[src/rtl/if_id_skid_stage.sv]
// Fetch-to-decode pipeline stage. Holds up to two entries (head + skid) behind a
// valid/ready handshake. in_ready is a flop, so out_ready has no combinational
// path to in_ready. Register/CSR address fields are extracted when an entry is
// captured. ECALL/EBREAK entries are flagged so they stay committable when they
// carry an exception.
module if_id_skid_stage #(
  parameter int unsigned XLEN    = 64,
  parameter int unsigned ILEN    = 32,
  parameter int unsigned ECODE_W = 4,
  parameter int unsigned CNT_W   = 32
) (
  input  logic               clk,
  input  logic               rst,
  input  logic               flush,
  input  logic               in_valid,
  output logic               in_ready,
  input  logic [XLEN-1:0]    in_pc,
  input  logic [XLEN-1:0]    in_npc,
  input  logic [ILEN-1:0]    in_inst,
  input  logic               in_except,
  input  logic [ECODE_W-1:0] in_ecode,
  output logic               out_valid,
  input  logic               out_ready,
  output logic [XLEN-1:0]    out_pc,
  output logic [XLEN-1:0]    out_npc,
  output logic [ILEN-1:0]    out_inst,
  output logic               out_except,
  output logic [ECODE_W-1:0] out_ecode,
  output logic [4:0]         out_rd,
  output logic [4:0]         out_rs1,
  output logic [4:0]         out_rs2,
  output logic [11:0]        out_csr,
  output logic               out_commit_ok,
  output logic               out_sys,
  output logic [1:0]         occupancy,
  output logic [CNT_W-1:0]   stall_cnt
);

  typedef enum logic [1:0] {
    EMPTY = 2'd0,
    ONE   = 2'd1,
    FULL  = 2'd2
  } state_e;

  typedef struct packed {
    logic [XLEN-1:0]    pc;
    logic [XLEN-1:0]    npc;
    logic [ILEN-1:0]    inst;
    logic               except;
    logic [ECODE_W-1:0] ecode;
    logic [4:0]         rd;
    logic [4:0]         rs1;
    logic [4:0]         rs2;
    logic [11:0]        csr;
  } entry_t;

  state_e           state_q, state_d;
  entry_t           head_q, head_d;
  entry_t           skid_q, skid_d;
  entry_t           cap;
  logic             in_ready_q;
  logic [CNT_W-1:0] stall_q;
  logic             accept;
  logic             pop;
  logic [31:0]      head_inst32;

  assign out_valid = (state_q != EMPTY);
  assign in_ready  = in_ready_q;
  assign accept    = in_valid & in_ready_q;
  assign pop       = out_valid & out_ready;

  // Build the captured entry; an excepting fetch has no meaningful npc or fields
  always_comb begin
    cap        = '0;
    cap.pc     = in_pc;
    cap.inst   = in_inst;
    cap.except = in_except;
    cap.ecode  = in_ecode;
    if (!in_except) begin
      cap.npc = in_npc;
      cap.rd  = in_inst[11:7];
      cap.rs1 = in_inst[19:15];
      cap.rs2 = in_inst[24:20];
      cap.csr = in_inst[31:20];
    end
  end

  // Next-state and payload movement; flush empties and zeroes everything
  always_comb begin
    state_d = state_q;
    head_d  = head_q;
    skid_d  = skid_q;
    if (flush) begin
      state_d = EMPTY;
      head_d  = '0;
      skid_d  = '0;
    end else begin
      unique case (state_q)
        EMPTY: begin
          if (accept) begin
            head_d  = cap;
            state_d = ONE;
          end
        end
        ONE: begin
          if (accept && pop) begin
            head_d = cap;
          end else if (accept) begin
            skid_d  = cap;
            state_d = FULL;
          end else if (pop) begin
            state_d = EMPTY;
          end
        end
        FULL: begin
          if (pop) begin
            head_d  = skid_q;
            state_d = ONE;
          end
        end
        default: state_d = EMPTY;
      endcase
    end
  end

  // State, payload and registered in_ready
  always_ff @(posedge clk) begin
    if (rst) begin
      state_q    <= EMPTY;
      head_q     <= '0;
      skid_q     <= '0;
      in_ready_q <= 1'b1;
    end else begin
      state_q    <= state_d;
      head_q     <= head_d;
      skid_q     <= skid_d;
      in_ready_q <= (state_d != FULL);
    end
  end

  // Saturating count of cycles the decoder holds off a valid head; only rst clears it
  always_ff @(posedge clk) begin
    if (rst) begin
      stall_q <= '0;
    end else if (out_valid && !out_ready && !(&stall_q)) begin
      stall_q <= stall_q + CNT_W'(1);
    end
  end

  assign head_inst32   = head_q.inst[31:0];
  assign out_pc        = head_q.pc;
  assign out_npc       = head_q.npc;
  assign out_inst      = head_q.inst;
  assign out_except    = head_q.except;
  assign out_ecode     = head_q.ecode;
  assign out_rd        = head_q.rd;
  assign out_rs1       = head_q.rs1;
  assign out_rs2       = head_q.rs2;
  assign out_csr       = head_q.csr;
  assign out_sys       = (head_inst32 == 32'h0000_0073) || (head_inst32 == 32'h0010_0073);
  assign out_commit_ok = ~head_q.except | out_sys;
  assign occupancy     = state_q;
  assign stall_cnt     = stall_q;

endmodule

[config.mk]
export PLATFORM = sky130hd
export DESIGN_NAME = if_id_skid_stage
export DESIGN_NICKNAME = d
export VERILOG_FILES = /design/src/rtl/if_id_skid_stage.sv
export SDC_FILE = /design/constraint.sdc
export NUM_CORES = 1
export LEC_CHECK = 0
export BUFFER_PORTS_ARGS = -buffer_cell sky130_fd_sc_hd__buf_2
export CORE_MARGIN = 8
export CORE_UTILIZATION = 45
export CTS_CLUSTER_SIZE = 28
export DETAILED_ROUTE_END_ITERATION = 8
export PLACE_DENSITY = 0.69
export SYNTH_ARGS = -nofsm -noshare
export SYNTH_HDL_FRONTEND = slang
export SYNTH_SLANG_ARGS = --single-unit
[constraint.sdc]
create_clock -name clk -period 2.3 [get_ports clk]
set_clock_uncertainty 0.2 [all_clocks]
set_input_delay 0.575 -clock clk [delete_from_list [all_inputs] [get_ports clk]]
set_output_delay 0.575 -clock clk [all_outputs]
set_load 0.01 [all_outputs]
==> out/qor.yml <==
endpoint_kind: "output port"
drt_iter0_drc: 1187
fin_area_sq_um: 21330
async_reset_ff_share_pct: 0
post-place-ws_ps: -37.37
cts_hold_buffers: 0
pwr_density_cell_nw_per_um2: 757.0
hold_class: "in -> reg"
place_area_sq_um: 19830
vias: 16360
wl_per_cell_um: 17.76
pwr-share-comb_pct: 9.7
topRoutingLayerUsed: "met5"
clockBufferDepth: 3
postSynthCellCount: 2104
cp_max_fo: 3
cts_buffers: 44
dieArea_sq_um: 43940
p_int_uw: 12160
fmax_ghz: 0.3863
start_util_pct: 45.22
startpoint_type: "flip-flop"
nNetsFinal: 2615
switching_power_uw: 3992
cp.required_ps: 1520
wl_um: 52460
die_h_um: 209.6
tightest_slew_ps: 503.0
die_x_um: 209.6
grt_use_total_pct: 22.63
worstHoldEndpoint: "skid_q[36]"
p_clk_share_pct: 44.4
clock_latency_ps: 570
antenna_found_initial: 6
cts.sinks: 409
setup_viol: 2
maxCapViolations: 0
period_minus_slack_ps: 2588
finalMaxSlewViolations: 0
synth_cell_types: 44
grt_pass1_vias: 15420
layout_common_cells: "nand2_1, dfxtp_1, buf_2"
fin_ws_ps: -288.4
layout_commonest_cell: "nand2_1"
grt_max_degree: 119
slew-limit-headroom_pct: 66.47
dr_wl_met2_um: 24640
finalHoldViolCount: 0
drt_pass1_iterations: 6
detail-route-antenna-nets: 0
place_congestion: 0.8163
regToRegEndpoint: "stall_cnt[0]"
swShare_pct: 24.72
wl_met1_um: 22880
tritoncts: "done"
hold_start: "in_inst[4]"
drc: 0
crit_type: "reg -> out"
drive_gt1_share_pct: 23.70
status: "finished with violations"
synthFlopType: "dfxtp_1"
synth-seq-cells: 409
core_area_sq_um: 37310
overflow: 0
rrSetupSlack_ps: 60
syn_area_sq_um: 16870
area_growth_pct: 26.43
io_pins: 400
violations: "setup timing"
synth_nets: 2275
viasPerCell: 5.539
num_rows: 71
ys_seq_area_share_pct: 48.53
ys.warnings.count: 0
r2r-start: "stall_cnt[0]"
grt_pass1_wl_um: 83150
port_buffers: 399
pwr-share-seq_pct: 45.9
avgSynthCellArea_sq_um: 8.019
cts_root_buf: "clkbuf_16"
htreeDepth: 2
leakagePower_uw: 0.008470
ir_worst_vdd_uv: 522.1
post-route-period-util_pct: 112.5
rsz0062_at_grt: "yes"
synth_edf_count: 0
fin_hold_ws_ps: 51.13
reg2regPathDepth: 8
path_clk_slew_ps: 60
worstPathArrival_ps: 1810
hpwl_um: 35200
dr_wl_met3_um: 3696
whs_path_depth: 3
## worst max path at each step
stage / startpoint / to / slack (ps)
global placement: out_inst[7] / out_commit_ok / 0.9
finish: out_inst[13] / out_commit_ok / -290
detailed placement: out_inst[8] / out_commit_ok / -40
global route: out_inst[13] / out_commit_ok / -350
CTS: out_inst[13] / out_commit_ok / -290
floorplan: out_ready / out_pc[41] / 10
## power groups by stage
stage               clock network [uW]  registers, uW  logic (uW)
finish                            7160           7420        1570
global route                      7570           7430        1730
CTS                               7300           7410        1580
detailed placement                   0           7560        1570
global placement                     0           7560        1530
floorplan                            0           7610         779
## logic make-up (layout without fill, tap and decap cells)
family	count (synthesis)	in the layout	synth area share, %
multiplexers	2	2	0.1187
other	0	3	0
adder cells (fa/ha/maj)	1	1	0.07415
buffers and inverters	203	576	4.769
AND/OR/NAND/NOR	962	962	26.67
AO/OA/AOI/OAI	520	520	19.47
flip-flops	409	409	48.53
XOR/XNOR	7	7	0.3634
## state kept, by name (all words and copies together) (netlist names)
signal      cells
out_npc        64
out_pc         64
skid_q        187
out_ecode       4
out_rs2         4
out_csr         8
occupancy       2
out_rs1         5
out_except      1
out_inst       32
out_rd          5
stall_cnt      32
in_ready        1
## what timing repair did
| action | 4_1_cts | 5_1_grt |
|---|---|---|
| buffers inserted | 0 | 0 |
| setup endpoints to repair | 3 | 8 |
| gates resized for setup | 10 | 6 |
| pin swaps | 4 | 3 |
| hold endpoints to repair | 0 | 0 |
## cell usage after synthesis, types with 3 or more instances
| cell type | instances | area [sq um] |
|---|---|---|
| dfxtp_1 | 409 | 8188 |
| nand2_1 | 507 | 1903 |
| and4_1 | 9 | 78.83 |
| nand4_1 | 11 | 68.82 |
| nand3_1 | 11 | 55.05 |
| buf_2 | 10 | 50.05 |
| and3_1 | 6 | 37.54 |
| buf_1 | 11 | 41.29 |
| xor2_1 | 7 | 61.31 |
| a211oi_1 | 88 | 660.6 |
| a21oi_1 | 297 | 1486 |
| nand3b_1 | 89 | 668.1 |
| inv_1 | 4 | 15.01 |
| nor4_1 | 4 | 25.02 |
| a311oi_1 | 101 | 884.6 |
| or3_1 | 21 | 131.4 |
| buf_4 | 6 | 45.04 |
| nor3_1 | 3 | 15.01 |
| nor3b_1 | 87 | 653.1 |
| o21ai_1 | 9 | 45.04 |
| nor2_1 | 203 | 762.0 |
| o21ai_0 | 13 | 65.06 |
| clkbuf_1 | 171 | 641.9 |
## layout make-up
class	instances	area (sq um)
Fill cell	3344	15980
Sequential cell	409	8195
Inverter	4	15.01
Clock inverter	16	196.4
Antenna cell	3	7.507
Tap cell	474	593.1
Multi-Input combinational cell	1492	7965
Timing Repair Buffer	493	3104
Clock buffer	63	1254
## routing by layer
metal  GRT usage [%]  up-vias
met2           36.76      510
met4           7.339        8
li1                -     7993
met1           29.65     7759
met5               0        -
met3           4.878       92
## worst max-delay path: stages (launching register included)
cell	delay (ps)
dfxtp_2	340
nor4_4	290
nand4_1	230
o21ai_2	230
buf_2	160
## stage by stage
stage | total power, uW | TNS (ps) | util [%] | std cells
after global placement | 9093 | 0 | 53.14 | 2874
after CTS | 16290 | -577.2 | 57.11 | 2952
final | 16150 | -531.6 | 57.17 | 2954
after detailed placement | 9129 | -41.45 | 53.14 | 2874
after floorplan | 8391 | 0 | - | 2104
after global routing | 16730 | -711.5 | 57.16 | 2952
Power figures use the tool's default switching activity.
